$ cat config.mk
export PLATFORM = sky130hd
export DESIGN_NAME = merge_select_fsm_flat
export DESIGN_NICKNAME = d
export VERILOG_FILES = /design/src/rtl/merger_pkg.sv /design/src/rtl/merge_select_fsm_if.sv /design/src/rtl/merge_select_fsm_run_counter.sv /design/src/rtl/merge_select_fsm.sv /design/src/flat_wrapper.sv
export SDC_FILE = /design/constraint.sdc
export NUM_CORES = 1
export LEC_CHECK = 0
export ABC_AREA = 1
export CAP_MARGIN = 20
export CELL_PAD_IN_SITES_DETAIL_PLACEMENT = 1
export CELL_PAD_IN_SITES_GLOBAL_PLACEMENT = 2
export CORE_MARGIN = 2
export CORE_UTILIZATION = 23
export CTS_BUF_LIST = sky130_fd_sc_hd__clkbuf_16
export DETAILED_ROUTE_END_ITERATION = 7
export PLACE_DENSITY = 0.85
export SYNTH_ARGS = -nofsm -noshare
export SYNTH_HDL_FRONTEND = slang
export SYNTH_SLANG_ARGS = --single-unit
$ cat constraint.sdc
create_clock -name i_clk -period 6 [get_ports i_clk]
set_clock_uncertainty 0.1 [all_clocks]
set_input_delay 1.2 -clock i_clk [delete_from_list [all_inputs] [get_ports i_clk]]
set_output_delay 1.2 -clock i_clk [all_outputs]
set_load 0.005 [all_outputs]
$ cat src/rtl/merger_pkg.sv
// Shared definitions for every 2-to-1 merger node in the merger tree.
// Contents:
//   merge_state_e  : sequencer states
//   *_DEF          : default key/tuple/run-length widths used by all nodes
//   is_term()      : terminator test (a tuple whose bits are all zero)
package merger_pkg;

  localparam int KEY_WIDTH_DEF  = 80;
  localparam int DATA_WIDTH_DEF = 128;
  localparam int LEN_WIDTH_DEF  = 32;
  // Widest tuple is_term() accepts; narrower tuples are zero-extended by the caller.
  localparam int MAX_DATA_WIDTH = 512;

  typedef enum logic [2:0] {
    IDLE    = 3'd0,
    MERGE   = 3'd1,
    DRAIN_A = 3'd2,
    DRAIN_B = 3'd3,
    TERM    = 3'd4
  } merge_state_e;

  // A zero tuple marks the end of a sorted run.
  function automatic logic is_term(input logic [MAX_DATA_WIDTH-1:0] tuple);
    return (tuple == {MAX_DATA_WIDTH{1'b0}});
  endfunction

endpackage

$ cat src/rtl/merge_select_fsm_if.sv
// Handshake bundle between a merger node's FIFO pair / bitonic network and its sequencer.
// Inputs  : i_a_head, i_b_head (show-ahead low tuples), i_a_empty, i_b_empty, i_out_full
// Outputs : o_deq_a, o_deq_b, o_push, o_select_a, o_stall (same-cycle),
//           o_switch_output, o_run_done, o_run_len (registered)
// Modports: slave = sequencer side, master = FIFO/network (or bench) side.
interface merge_select_fsm_if #(
  parameter int DATA_WIDTH = 128,
  parameter int LEN_WIDTH  = 32
);
  logic [DATA_WIDTH-1:0] i_a_head;
  logic [DATA_WIDTH-1:0] i_b_head;
  logic                  i_a_empty;
  logic                  i_b_empty;
  logic                  i_out_full;
  logic                  o_deq_a;
  logic                  o_deq_b;
  logic                  o_push;
  logic                  o_select_a;
  logic                  o_switch_output;
  logic                  o_stall;
  logic                  o_run_done;
  logic [LEN_WIDTH-1:0]  o_run_len;

  modport slave (
    input  i_a_head, i_b_head, i_a_empty, i_b_empty, i_out_full,
    output o_deq_a, o_deq_b, o_push, o_select_a, o_switch_output,
           o_stall, o_run_done, o_run_len
  );

  modport master (
    output i_a_head, i_b_head, i_a_empty, i_b_empty, i_out_full,
    input  o_deq_a, o_deq_b, o_push, o_select_a, o_switch_output,
           o_stall, o_run_done, o_run_len
  );
endinterface

$ cat src/rtl/merge_select_fsm_run_counter.sv
// Run-length bookkeeping for one merger node.
// Ports:
//   i_clk, i_rst_n : clock, asynchronous active-low reset
//   i_push         : a block enters the network this cycle
//   i_term_push    : the pushed block is the run terminator
//   o_run_done     : registered one-cycle pulse after the terminator push
//   o_run_len      : blocks in the finished run (terminator included), held until next done
module merge_run_counter #(
  parameter int LEN_WIDTH = 32
) (
  input  logic                 i_clk,
  input  logic                 i_rst_n,
  input  logic                 i_push,
  input  logic                 i_term_push,
  output logic                 o_run_done,
  output logic [LEN_WIDTH-1:0] o_run_len
);

  logic [LEN_WIDTH-1:0] cnt_r;
  logic [LEN_WIDTH-1:0] cnt_inc_s;
  logic                 run_done_r;
  logic [LEN_WIDTH-1:0] run_len_r;

  // Saturating increment: a very long run pins at all-ones instead of wrapping.
  always_comb begin
    cnt_inc_s = cnt_r;
    if (cnt_r == {LEN_WIDTH{1'b1}}) begin
      cnt_inc_s = cnt_r;
    end else begin
      cnt_inc_s = cnt_r + LEN_WIDTH'(1);
    end
  end

  // Count pushes; the terminator push latches the total and restarts the count.
  always_ff @(posedge i_clk or negedge i_rst_n) begin
    if (!i_rst_n) begin
      cnt_r      <= {LEN_WIDTH{1'b0}};
      run_len_r  <= {LEN_WIDTH{1'b0}};
      run_done_r <= 1'b0;
    end else begin
      run_done_r <= i_push & i_term_push;
      if (i_push) begin
        if (i_term_push) begin
          run_len_r <= cnt_inc_s;
          cnt_r     <= {LEN_WIDTH{1'b0}};
        end else begin
          cnt_r     <= cnt_inc_s;
        end
      end
    end
  end

  assign o_run_done = run_done_r;
  assign o_run_len  = run_len_r;

endmodule

$ cat src/rtl/merge_select_fsm.sv
// Sequencer for one 2-to-1 merger node: picks the smaller FIFO head each cycle,
// drains the surviving FIFO once the other shows its terminator, emits a single
// terminator per run and keeps the network's output-half tag in step.
// Ports:
//   i_clk, i_rst_n : clock, asynchronous active-low reset
//   bus (slave)    : FIFO heads/empties, downstream full, dequeue/push/select/stall
//                    strobes, switch_output tag, run done pulse and length
module merge_select_fsm
  import merger_pkg::*;
#(
  parameter int KEY_WIDTH  = KEY_WIDTH_DEF,
  parameter int DATA_WIDTH = DATA_WIDTH_DEF,
  parameter int LEN_WIDTH  = LEN_WIDTH_DEF
) (
  input  logic               i_clk,
  input  logic               i_rst_n,
  merge_select_fsm_if.slave  bus
);

  merge_state_e state_r;
  merge_state_e state_next_s;
  logic         za_s;
  logic         zb_s;
  logic         a_lte_b_s;
  logic         deq_a_s;
  logic         deq_b_s;
  logic         push_s;
  logic         sel_a_s;
  logic         term_push_s;
  logic         toggle_s;
  logic         switch_r;
  logic         last_sel_r;
  logic         first_r;

  assign za_s      = is_term(MAX_DATA_WIDTH'(bus.i_a_head));
  assign zb_s      = is_term(MAX_DATA_WIDTH'(bus.i_b_head));
  assign a_lte_b_s = (bus.i_a_head[KEY_WIDTH-1:0] <= bus.i_b_head[KEY_WIDTH-1:0]);

  // Next-state and same-cycle strobes; downstream full freezes everything.
  always_comb begin
    state_next_s = state_r;
    deq_a_s      = 1'b0;
    deq_b_s      = 1'b0;
    push_s       = 1'b0;
    sel_a_s      = 1'b0;
    term_push_s  = 1'b0;
    if (bus.i_out_full) begin
      state_next_s = state_r;
    end else begin
      case (state_r)
        IDLE: begin
          if (!bus.i_a_empty && !bus.i_b_empty) begin
            state_next_s = MERGE;
          end else begin
            state_next_s = IDLE;
          end
        end
        MERGE: begin
          // A terminator head is never dequeued here; we only change state on it.
          if (bus.i_a_empty || bus.i_b_empty) begin
            state_next_s = MERGE;
          end else if (za_s && zb_s) begin
            state_next_s = TERM;
          end else if (za_s) begin
            state_next_s = DRAIN_B;
          end else if (zb_s) begin
            state_next_s = DRAIN_A;
          end else begin
            push_s  = 1'b1;
            sel_a_s = a_lte_b_s;
            deq_a_s = a_lte_b_s;
            deq_b_s = ~a_lte_b_s;
          end
        end
        DRAIN_A: begin
          if (bus.i_a_empty) begin
            state_next_s = DRAIN_A;
          end else if (za_s) begin
            state_next_s = TERM;
          end else begin
            push_s  = 1'b1;
            sel_a_s = 1'b1;
            deq_a_s = 1'b1;
          end
        end
        DRAIN_B: begin
          if (bus.i_b_empty) begin
            state_next_s = DRAIN_B;
          end else if (zb_s) begin
            state_next_s = TERM;
          end else begin
            push_s  = 1'b1;
            sel_a_s = 1'b0;
            deq_b_s = 1'b1;
          end
        end
        TERM: begin
          // Both terminators leave together; only A's copy goes downstream.
          push_s       = 1'b1;
          sel_a_s      = 1'b1;
          deq_a_s      = 1'b1;
          deq_b_s      = 1'b1;
          term_push_s  = 1'b1;
          state_next_s = IDLE;
        end
        default: begin
          state_next_s = IDLE;
        end
      endcase
    end
  end

  // The first push of a run counts as a source change only when it comes from B.
  always_comb begin
    toggle_s = 1'b0;
    if (first_r) begin
      toggle_s = ~sel_a_s;
    end else begin
      toggle_s = (sel_a_s != last_sel_r);
    end
  end

  // State register plus switch_output tracking.
  always_ff @(posedge i_clk or negedge i_rst_n) begin
    if (!i_rst_n) begin
      state_r    <= IDLE;
      switch_r   <= 1'b0;
      last_sel_r <= 1'b0;
      first_r    <= 1'b1;
    end else begin
      state_r <= state_next_s;
      if (push_s) begin
        last_sel_r <= sel_a_s;
        if (term_push_s) begin
          switch_r <= 1'b0;
          first_r  <= 1'b1;
        end else begin
          first_r <= 1'b0;
          if (toggle_s) begin
            switch_r <= ~switch_r;
          end
        end
      end
    end
  end

  logic                 run_done_s;
  logic [LEN_WIDTH-1:0] run_len_s;

  merge_run_counter #(.LEN_WIDTH(LEN_WIDTH)) u_run_counter (
    .i_clk       (i_clk),
    .i_rst_n     (i_rst_n),
    .i_push      (push_s),
    .i_term_push (term_push_s),
    .o_run_done  (run_done_s),
    .o_run_len   (run_len_s)
  );

  assign bus.o_deq_a         = deq_a_s;
  assign bus.o_deq_b         = deq_b_s;
  assign bus.o_push          = push_s;
  assign bus.o_select_a      = sel_a_s;
  assign bus.o_stall         = ~push_s;
  assign bus.o_switch_output = switch_r;
  assign bus.o_run_done      = run_done_s;
  assign bus.o_run_len       = run_len_s;

endmodule

$ cat src/flat_wrapper.sv
// flat-port wrapper written by rule: the top's interface ports become plain ports
module merge_select_fsm_flat import merger_pkg::*;
#(
  parameter int KEY_WIDTH  = KEY_WIDTH_DEF,
  parameter int DATA_WIDTH = DATA_WIDTH_DEF,
  parameter int LEN_WIDTH  = LEN_WIDTH_DEF
)
  (i_clk, i_rst_n, bus_i_a_head, bus_i_b_head, bus_i_a_empty, bus_i_b_empty, bus_i_out_full, bus_o_deq_a, bus_o_deq_b, bus_o_push, bus_o_select_a, bus_o_switch_output, bus_o_stall, bus_o_run_done, bus_o_run_len);
  merge_select_fsm_if #(.DATA_WIDTH(DATA_WIDTH), .LEN_WIDTH(LEN_WIDTH)) bus_i ();
  input  logic i_clk;
  input  logic i_rst_n;
  input wire logic [$bits(bus_i.i_a_head)-1:0] bus_i_a_head;
  input wire logic [$bits(bus_i.i_b_head)-1:0] bus_i_b_head;
  input wire logic [$bits(bus_i.i_a_empty)-1:0] bus_i_a_empty;
  input wire logic [$bits(bus_i.i_b_empty)-1:0] bus_i_b_empty;
  input wire logic [$bits(bus_i.i_out_full)-1:0] bus_i_out_full;
  output wire logic [$bits(bus_i.o_deq_a)-1:0] bus_o_deq_a;
  output wire logic [$bits(bus_i.o_deq_b)-1:0] bus_o_deq_b;
  output wire logic [$bits(bus_i.o_push)-1:0] bus_o_push;
  output wire logic [$bits(bus_i.o_select_a)-1:0] bus_o_select_a;
  output wire logic [$bits(bus_i.o_switch_output)-1:0] bus_o_switch_output;
  output wire logic [$bits(bus_i.o_stall)-1:0] bus_o_stall;
  output wire logic [$bits(bus_i.o_run_done)-1:0] bus_o_run_done;
  output wire logic [$bits(bus_i.o_run_len)-1:0] bus_o_run_len;
  assign bus_i.i_a_head = bus_i_a_head;
  assign bus_i.i_b_head = bus_i_b_head;
  assign bus_i.i_a_empty = bus_i_a_empty;
  assign bus_i.i_b_empty = bus_i_b_empty;
  assign bus_i.i_out_full = bus_i_out_full;
  assign bus_o_deq_a = bus_i.o_deq_a;
  assign bus_o_deq_b = bus_i.o_deq_b;
  assign bus_o_push = bus_i.o_push;
  assign bus_o_select_a = bus_i.o_select_a;
  assign bus_o_switch_output = bus_i.o_switch_output;
  assign bus_o_stall = bus_i.o_stall;
  assign bus_o_run_done = bus_i.o_run_done;
  assign bus_o_run_len = bus_i.o_run_len;
  merge_select_fsm #(.KEY_WIDTH(KEY_WIDTH), .DATA_WIDTH(DATA_WIDTH), .LEN_WIDTH(LEN_WIDTH)) u_core (.i_clk(i_clk), .i_rst_n(i_rst_n), .bus(bus_i));
endmodule
## Word-level counts from Yosys, hierarchy flattened

Index checks and enable logic that the tools add are counted.

- Memories: 0
- Bits in writable memories: 0
- ROM bits: 0
- Input port bits: 261
- Latch bits: 0
- Bits in registers: 71

- Multipliers: 0
- Divide/modulo/power cells: 0
- Eq/ne operators: 9
- Magnitude comparators: 1
- $add $sub $neg: 1
- Bitwise logic cells: 6
- Mux-type cells: 39
- Reductions and logical operators: 12
- Shift-type cells: 0

Operators with widths:

| kind | number |
|---|---|
| zero test 128 bit | 2 |
| <= comparator 80 bit | 1 |
| two-way mux 32 bit | 2 |
| adder 32 x 1 -> 32 bit (second input constant) | 1 |
| == test 32 bit (second input constant) | 1 |
| two-way mux 1 bit | 25 |
| two-way mux 3 bit | 8 |
| case mux 3 bit (4 select lines) | 1 |
| == test 3 x 2 -> 1 bit (second input constant) | 2 |
| inequality test 3 x 2 -> 1 bit (second input constant) | 2 |
| case mux 1 bit (3 select lines) | 2 |
| inequality test 5 x 1 -> 1 bit (second input constant) | 1 |
| NOT 1 bit | 5 |
| case mux 1 bit (4 select lines) | 1 |
| AND reduction 2 bit | 2 |
| AND reduction 4 bit | 1 |
| == test 3 x 1 -> 1 bit (second input constant) | 1 |
| == test 3 bit (second input constant) | 1 |
| zero test 3 bit | 1 |
| logical AND 1 bit | 2 |
| zero test 1 bit | 2 |
| nonzero test 2 bit | 1 |
| AND 1 bit | 1 |
| logical OR 1 bit | 1 |
| inequality test 1 bit | 1 |

## Depth between registers and ports, before layout

- Word-level depth: 11
- Mapped depth: 22
- Mapped depth without buffers: 22

## Modules after synthesis

Synthesis repeated with hierarchy kept, for this count alone.

- Cells, all modules: 1171
- Area total of the unflattened synthesis: 7158.1 um^2

By module, submodules not included:

| module | cells an instance | area each (um^2) | instances |
|---|---|---|---|
| merge_run_counter | 526 | 3666.0 | 1 |
| merge_select_fsm | 645 | 3492.1 | 1 |

## Worst setup path after synthesis

OpenSTA, ideal clock, no wires.

- Kind: input -> output
- From: in bus_i_b_head[71]
- To: out bus_o_select_a
- Data required time: 4.700 ns
- Cell stages on the path: 16
- Slack: 2.025 ns
- Data arrival time: 2.675 ns
- Path through: inv_1 ha_1 nand2_1 nor2_1 nand4_1 nor2_1 nand3_1 nor2_1 nor2_1 nand2_1 nand2_1 nand2_1 nand2_1 nand2_1 inv_1 buf_4

- Word-level cells in the longest chain between the ends: 7
- Elaborated cells on any way between the ends: 9
- Those cells by class: 1 x order compare; 6 x mux; 2 x reduce/logical

Ends and longest elaborated chain:

| item | line | text |
|---|---|---|
| start, declared | flat_wrapper.sv:13 | `input wire logic [$bits(bus_i.i_b_head)-1:0] bus_i_b_head;` |
| <= comparator 80 bit or zero test 128 bit (tied branches) | merge_select_fsm.sv:37, merger_pkg.sv:24 |  |
| two-way mux 1 bit (2 in series) | - |  |
| two-way mux 1 bit * (2 in series) | - |  |
| case mux 1 bit (3 select lines) * | merge_select_fsm.sv:50 | `case (state_r)` |
| two-way mux 1 bit * | merge_select_fsm.sv:47 | `if (bus.i_out_full) begin` |
| end, declared | flat_wrapper.sv:20 | `output wire logic [$bits(bus_i.o_select_a)-1:0] bus_o_select_a;` |

Every way passes the cells marked *; elsewhere a longest branch is shown, timed or not.

## Worst setup path in the final report

- From: in bus_i_b_head[71]
- To: out bus_o_deq_a

- Word-level cells in the longest chain between the ends: 7
- Elaborated cells on any way between the ends: 9
- Those cells by class: 1 x order compare; 6 x mux; 2 x reduce/logical

Ends and longest elaborated chain:

| item | line | text |
|---|---|---|
| <= comparator 80 bit or zero test 128 bit (tied branches) | merge_select_fsm.sv:37, merger_pkg.sv:24 |  |
| two-way mux 1 bit | merge_select_fsm.sv:66 | `end else if (zb_s) begin` |
| two-way mux 1 bit | merge_select_fsm.sv:64 | `end else if (za_s) begin` |
| two-way mux 1 bit * | merge_select_fsm.sv:62 | `end else if (za_s && zb_s) begin` |
| two-way mux 1 bit * | merge_select_fsm.sv:60 | `if (bus.i_a_empty \|\| bus.i_b_empty) begin` |
| case mux 1 bit (3 select lines) * | - |  |
| two-way mux 1 bit * | - |  |
| end, declared | flat_wrapper.sv:17 | `output wire logic [$bits(bus_i.o_deq_a)-1:0] bus_o_deq_a;` |

Marks and branches as above.

==> impl_metrics.xml <==
<?xml version="1.0" encoding="UTF-8"?>
<metrics>
  <group name="outcome">
    <metric name="status" unit="">complete, no violations</metric>
  </group>
  <group name="power">
    <metric name="power.density_cell_area" unit="mW/mm²">230</metric>
    <metric name="power_leakage" unit="nW">4.88</metric>
    <metric name="vdd_drop_max" unit="mV">0.129</metric>
    <metric name="design_power_total" unit="mW">2.41</metric>
  </group>
  <group name="timing">
    <metric name="final-max-slew-violation-count" unit="">0</metric>
    <metric name="finalHoldViolCount" unit="">0</metric>
    <metric name="grt_setup_unrepaired" unit="">no</metric>
    <metric name="fmax" unit="MHz">187</metric>
    <metric name="slew_headroom" unit="%">40.4</metric>
    <metric name="setup_failing_eps_final" unit="">0</metric>
    <metric name="worst_pin_slew" unit="ns">0.895</metric>
    <metric name="fin_crit_sh" unit="%">89.1</metric>
    <metric name="final.min_clock_period" unit="ns">5.34</metric>
    <metric name="totalNegativeSetupSlack" unit="ns">0</metric>
  </group>
  <group name="finish">
    <metric name="nFillCells" unit="">3563</metric>
    <metric name="final_nets" unit="">1669</metric>
    <metric name="multi_input_area" unit="mm²">0.00430</metric>
    <metric name="syn_to_final_growth" unit="%">54.9</metric>
    <metric name="drive_gt1_share" unit="%">3.75</metric>
    <metric name="seqCellArea" unit="mm²">0.00178</metric>
  </group>
  <group name="logic_synthesis">
    <metric name="synth-edff-count" unit="">0</metric>
    <metric name="synth-async-reset-ratio" unit="%">100</metric>
    <metric name="avgSynthCellArea" unit="µm²">6.58</metric>
    <metric name="synth_top_cell_by_area" unit="">dfrtp_1</metric>
    <metric name="synthesis.yosys.warnings" unit="">0</metric>
    <metric name="synthTopCellsByCount" unit="">272 x nand2_1, 182 x nor2_1, 154 x inv_1</metric>
    <metric name="synthMostInstantiatedCell" unit="">nand2_1</metric>
    <metric name="yosysSeqAreaShare" unit="%">26.3</metric>
    <metric name="yosys.area.top_type_share" unit="%">25.9</metric>
    <metric name="syn_nets" unit="">1368</metric>
    <metric name="ys_seq_elements" unit="">71</metric>
    <metric name="netlist_area" unit="mm²">0.00675</metric>
    <metric name="yosys.cell_types.count" unit="">38</metric>
    <metric name="synth.top_cells.by_area" unit="">dfrtp_1 26%, nand2_1 15%, ha_1 15%, nor2_1 10%, inv_1 8.6%</metric>
    <metric name="syn_inst" unit="">1026</metric>
    <metric name="dominantRegCellSynth" unit="">dfrtp_1</metric>
  </group>
  <group name="routing">
    <metric name="firstDrtPassIters" unit="">4</metric>
    <metric name="route.detailed.wl_per_inst" unit="µm">15.7</metric>
    <metric name="vias_per_cell" unit="">4.40</metric>
    <metric name="dr_total_vias" unit="">7572</metric>
    <metric name="drt_first_iter_violations" unit="">237</metric>
    <metric name="detail_route.drc_violations" unit="">0</metric>
    <metric name="drt.antenna.violating_nets" unit="">0</metric>
    <metric name="route.final.wire_length" unit="µm">27000</metric>
  </group>
  <group name="critical_path">
    <metric name="critical_path.max_fanout" unit="">3</metric>
    <metric name="rr_worst_depth" unit="">7</metric>
    <metric name="r2r_setup_slack" unit="ns">3.08</metric>
    <metric name="worstPathRequired" unit="ns">4.70</metric>
    <metric name="worst_ep_arrival_time" unit="ns">4.04</metric>
    <metric name="r2r_end" unit="">u_core.u_run_counter.o_run_len[19]$_DFFE_PN0P_</metric>
    <metric name="crit-reg2reg-launch" unit="">u_core.state_r[0]$_DFFE_PN0P_</metric>
    <metric name="worst-setup-path-type" unit="">in2out</metric>
    <metric name="worstSetupEndpointType" unit="">output port</metric>
    <metric name="critPathLaunchType" unit="">input port</metric>
  </group>
  <group name="cts">
    <metric name="cts-root-buf" unit="">clkbuf_16</metric>
    <metric name="clk_path_buf_depth" unit="">2</metric>
    <metric name="clkSlewWorstSetupHoldPaths" unit="ns">0.05</metric>
    <metric name="tritoncts" unit="">built</metric>
    <metric name="ctsResizeCount" unit="">0</metric>
    <metric name="clkLatencyLatePin" unit="ns">0.34</metric>
    <metric name="cts_htree_levels" unit="">3</metric>
    <metric name="clock-sinks" unit="">71</metric>
    <metric name="cts_inserted_buffers" unit="">9</metric>
    <metric name="cts.repair_timing.setup_buffer_count" unit="">0</metric>
    <metric name="cts_hold_fix_bufs" unit="">0</metric>
  </group>
  <group name="placement">
    <metric name="portBuffers" unit="">299</metric>
    <metric name="dp.final_hpwl" unit="µm">24000</metric>
    <metric name="gp_congestion" unit="">0.856</metric>
  </group>
  <group name="worst_hold_path">
    <metric name="timing.hold.worst_path_depth" unit="">2</metric>
    <metric name="timing.hold.worst.start" unit="">u_core.first_r$_DFFE_PN1P_</metric>
    <metric name="min_path_type" unit="">reg2reg</metric>
    <metric name="hold_end" unit="">u_core.first_r$_DFFE_PN1P_</metric>
  </group>
  <group name="floorplan">
    <metric name="initial_standard_cell_utilization_of_the_core" unit="%">23.5</metric>
    <metric name="die_outline_height" unit="µm">175</metric>
    <metric name="floorplan.die_area" unit="mm²">0.0307</metric>
    <metric name="ios" unit="">300</metric>
    <metric name="floorplan.die.width" unit="µm">175</metric>
    <metric name="core_region_area" unit="mm²">0.0288</metric>
    <metric name="row_count" unit="">62</metric>
  </group>
  <group name="global_routing">
    <metric name="groute.usage.overall" unit="%">17.8</metric>
    <metric name="grt_start_max_net_pins" unit="">72</metric>
    <metric name="grt_first_pass_wirelength" unit="µm">43000</metric>
    <metric name="globalRouteOverflowTotal" unit="">0</metric>
    <metric name="grt_pass1_vias" unit="">8217</metric>
    <metric name="grt_antenna_before_repair" unit="">6</metric>
  </group>
  <group name="flow_run">
    <metric name="timing.max_cap.violations" unit="">0</metric>
  </group>
</metrics>
## critical path, cell delays in order
cell,delay (ns)
clkdlybuf4s50_1,0.45
inv_1,0.05
ha_1,0.29
nand2_1,0.07
nor2_1,0.24
nand4_1,0.17
nor2_1,0.21
nand3_1,0.15
nor2_1,0.11
nand2_1,0.06
nand2_1,0.09
nand2_1,0.06
nand2_1,0.10
nand2_1,0.10
inv_1,0.16
clkdlybuf4s50_1,0.53
## report_power, final
part	switching [mW]	leakage [nW]	internal [mW]
Combinational	0.558	3.83	0.565
Clock	0.202	0.120	0.275
Sequential	0.139	0.924	0.667
## metal layers
metal | vias to the layer above | global-route usage, % | share of wire [%]
met4 | 0 | 5.00 | 2.0
met1 | 3463 | 21.9 | 44
met2 | 184 | 31.0 | 48
met3 | 30 | 3.92 | 5.3
li1 | 3895 | - | -
met5 | - | 0 | 0
## kinds of logic (layout without fill, tap and decap cells)
kind of cell / count (synthesis) / after routing / share of synthesized area (%)
DFF: 71 / 71 / 26.3
xor gates and xnor gates: 28 / 28 / 3.63
muxes: 1 / 1 / 0.167
adders and majority gates: 81 / 81 / 15.0
AOI/OAI and AO/OA: 108 / 108 / 9.01
and+or+nand+nor: 564 / 564 / 35.8
other: 0 / 6 / 0
buffers and inverters: 173 / 479 / 10.1
## cell usage in the layout (no fill, tap or decap), types with 12 or more instances in the layout
| cell type | count |
|---|---|
| a21oi_1 | 35 |
| clkdlybuf4s50_1 | 298 |
| dfrtp_1 | 70 |
| ha_1 | 81 |
| inv_1 | 155 |
| nand2_1 | 272 |
| nand3_1 | 23 |
| nand4_1 | 42 |
| nor2_1 | 181 |
| nor3_1 | 16 |
| o21ai_0 | 34 |
| o22ai_1 | 12 |
| xor2_1 | 23 |
## worst max-delay path by stage
stage	startpoint	to	slack, ns	depth (start not counted)
final	bus_i_b_head[71]	bus_o_deq_a	0.66	16
after global routing	bus_i_b_head[71]	bus_o_select_a	0.31	16
after CTS	bus_i_b_head[71]	bus_o_deq_a	0.65	16
after detailed placement	bus_i_b_head[71]	bus_o_deq_a	0.65	16
after global placement	bus_i_b_head[71]	bus_o_deq_a	0.68	16
after floorplan	bus_i_b_head[71]	bus_o_select_a	2.03	16
## cell type report
| type | instances | area share (%) |
|---|---|---|
| multi-input cells | 782 | 41.1 |
| repair buffers | 302 | 28.8 |
| flip-flops and latches | 71 | 17.0 |
| inverters | 161 | 5.83 |
| well taps | 384 | 4.59 |
| clock buffers | 9 | 2.15 |
| clock inverters | 7 | 0.395 |
| diodes | 6 | 0.144 |
## sequential cells by signal (all words and copies together), names as in the netlist
register / flops
u_core.u_run_counter.cnt_r: 32
u_core.bus.o_switch_output: 1
u_core.last_sel_r: 1
u_core.first_r: 1
u_core.u_run_counter.o_run_done: 1
u_core.u_run_counter.o_run_len: 32
u_core.state_r: 3
## stage by stage
step	hold WS (ns)	setup WS (ns)	instance area, µm²	util, %	instances
2_1_floorplan	0.342	2.03	6750	-	1026
4_1_cts	0.373	0.654	10400	36.3	1716
3_5_place_dp	0.364	0.651	10200	35.4	1700
5_1_grt	0.394	0.313	10500	36.3	1721
6_report	0.374	0.656	10500	36.3	1722
3_3_place_gp	0.352	0.680	10200	35.4	1700
Power figures use the tool's default switching activity.
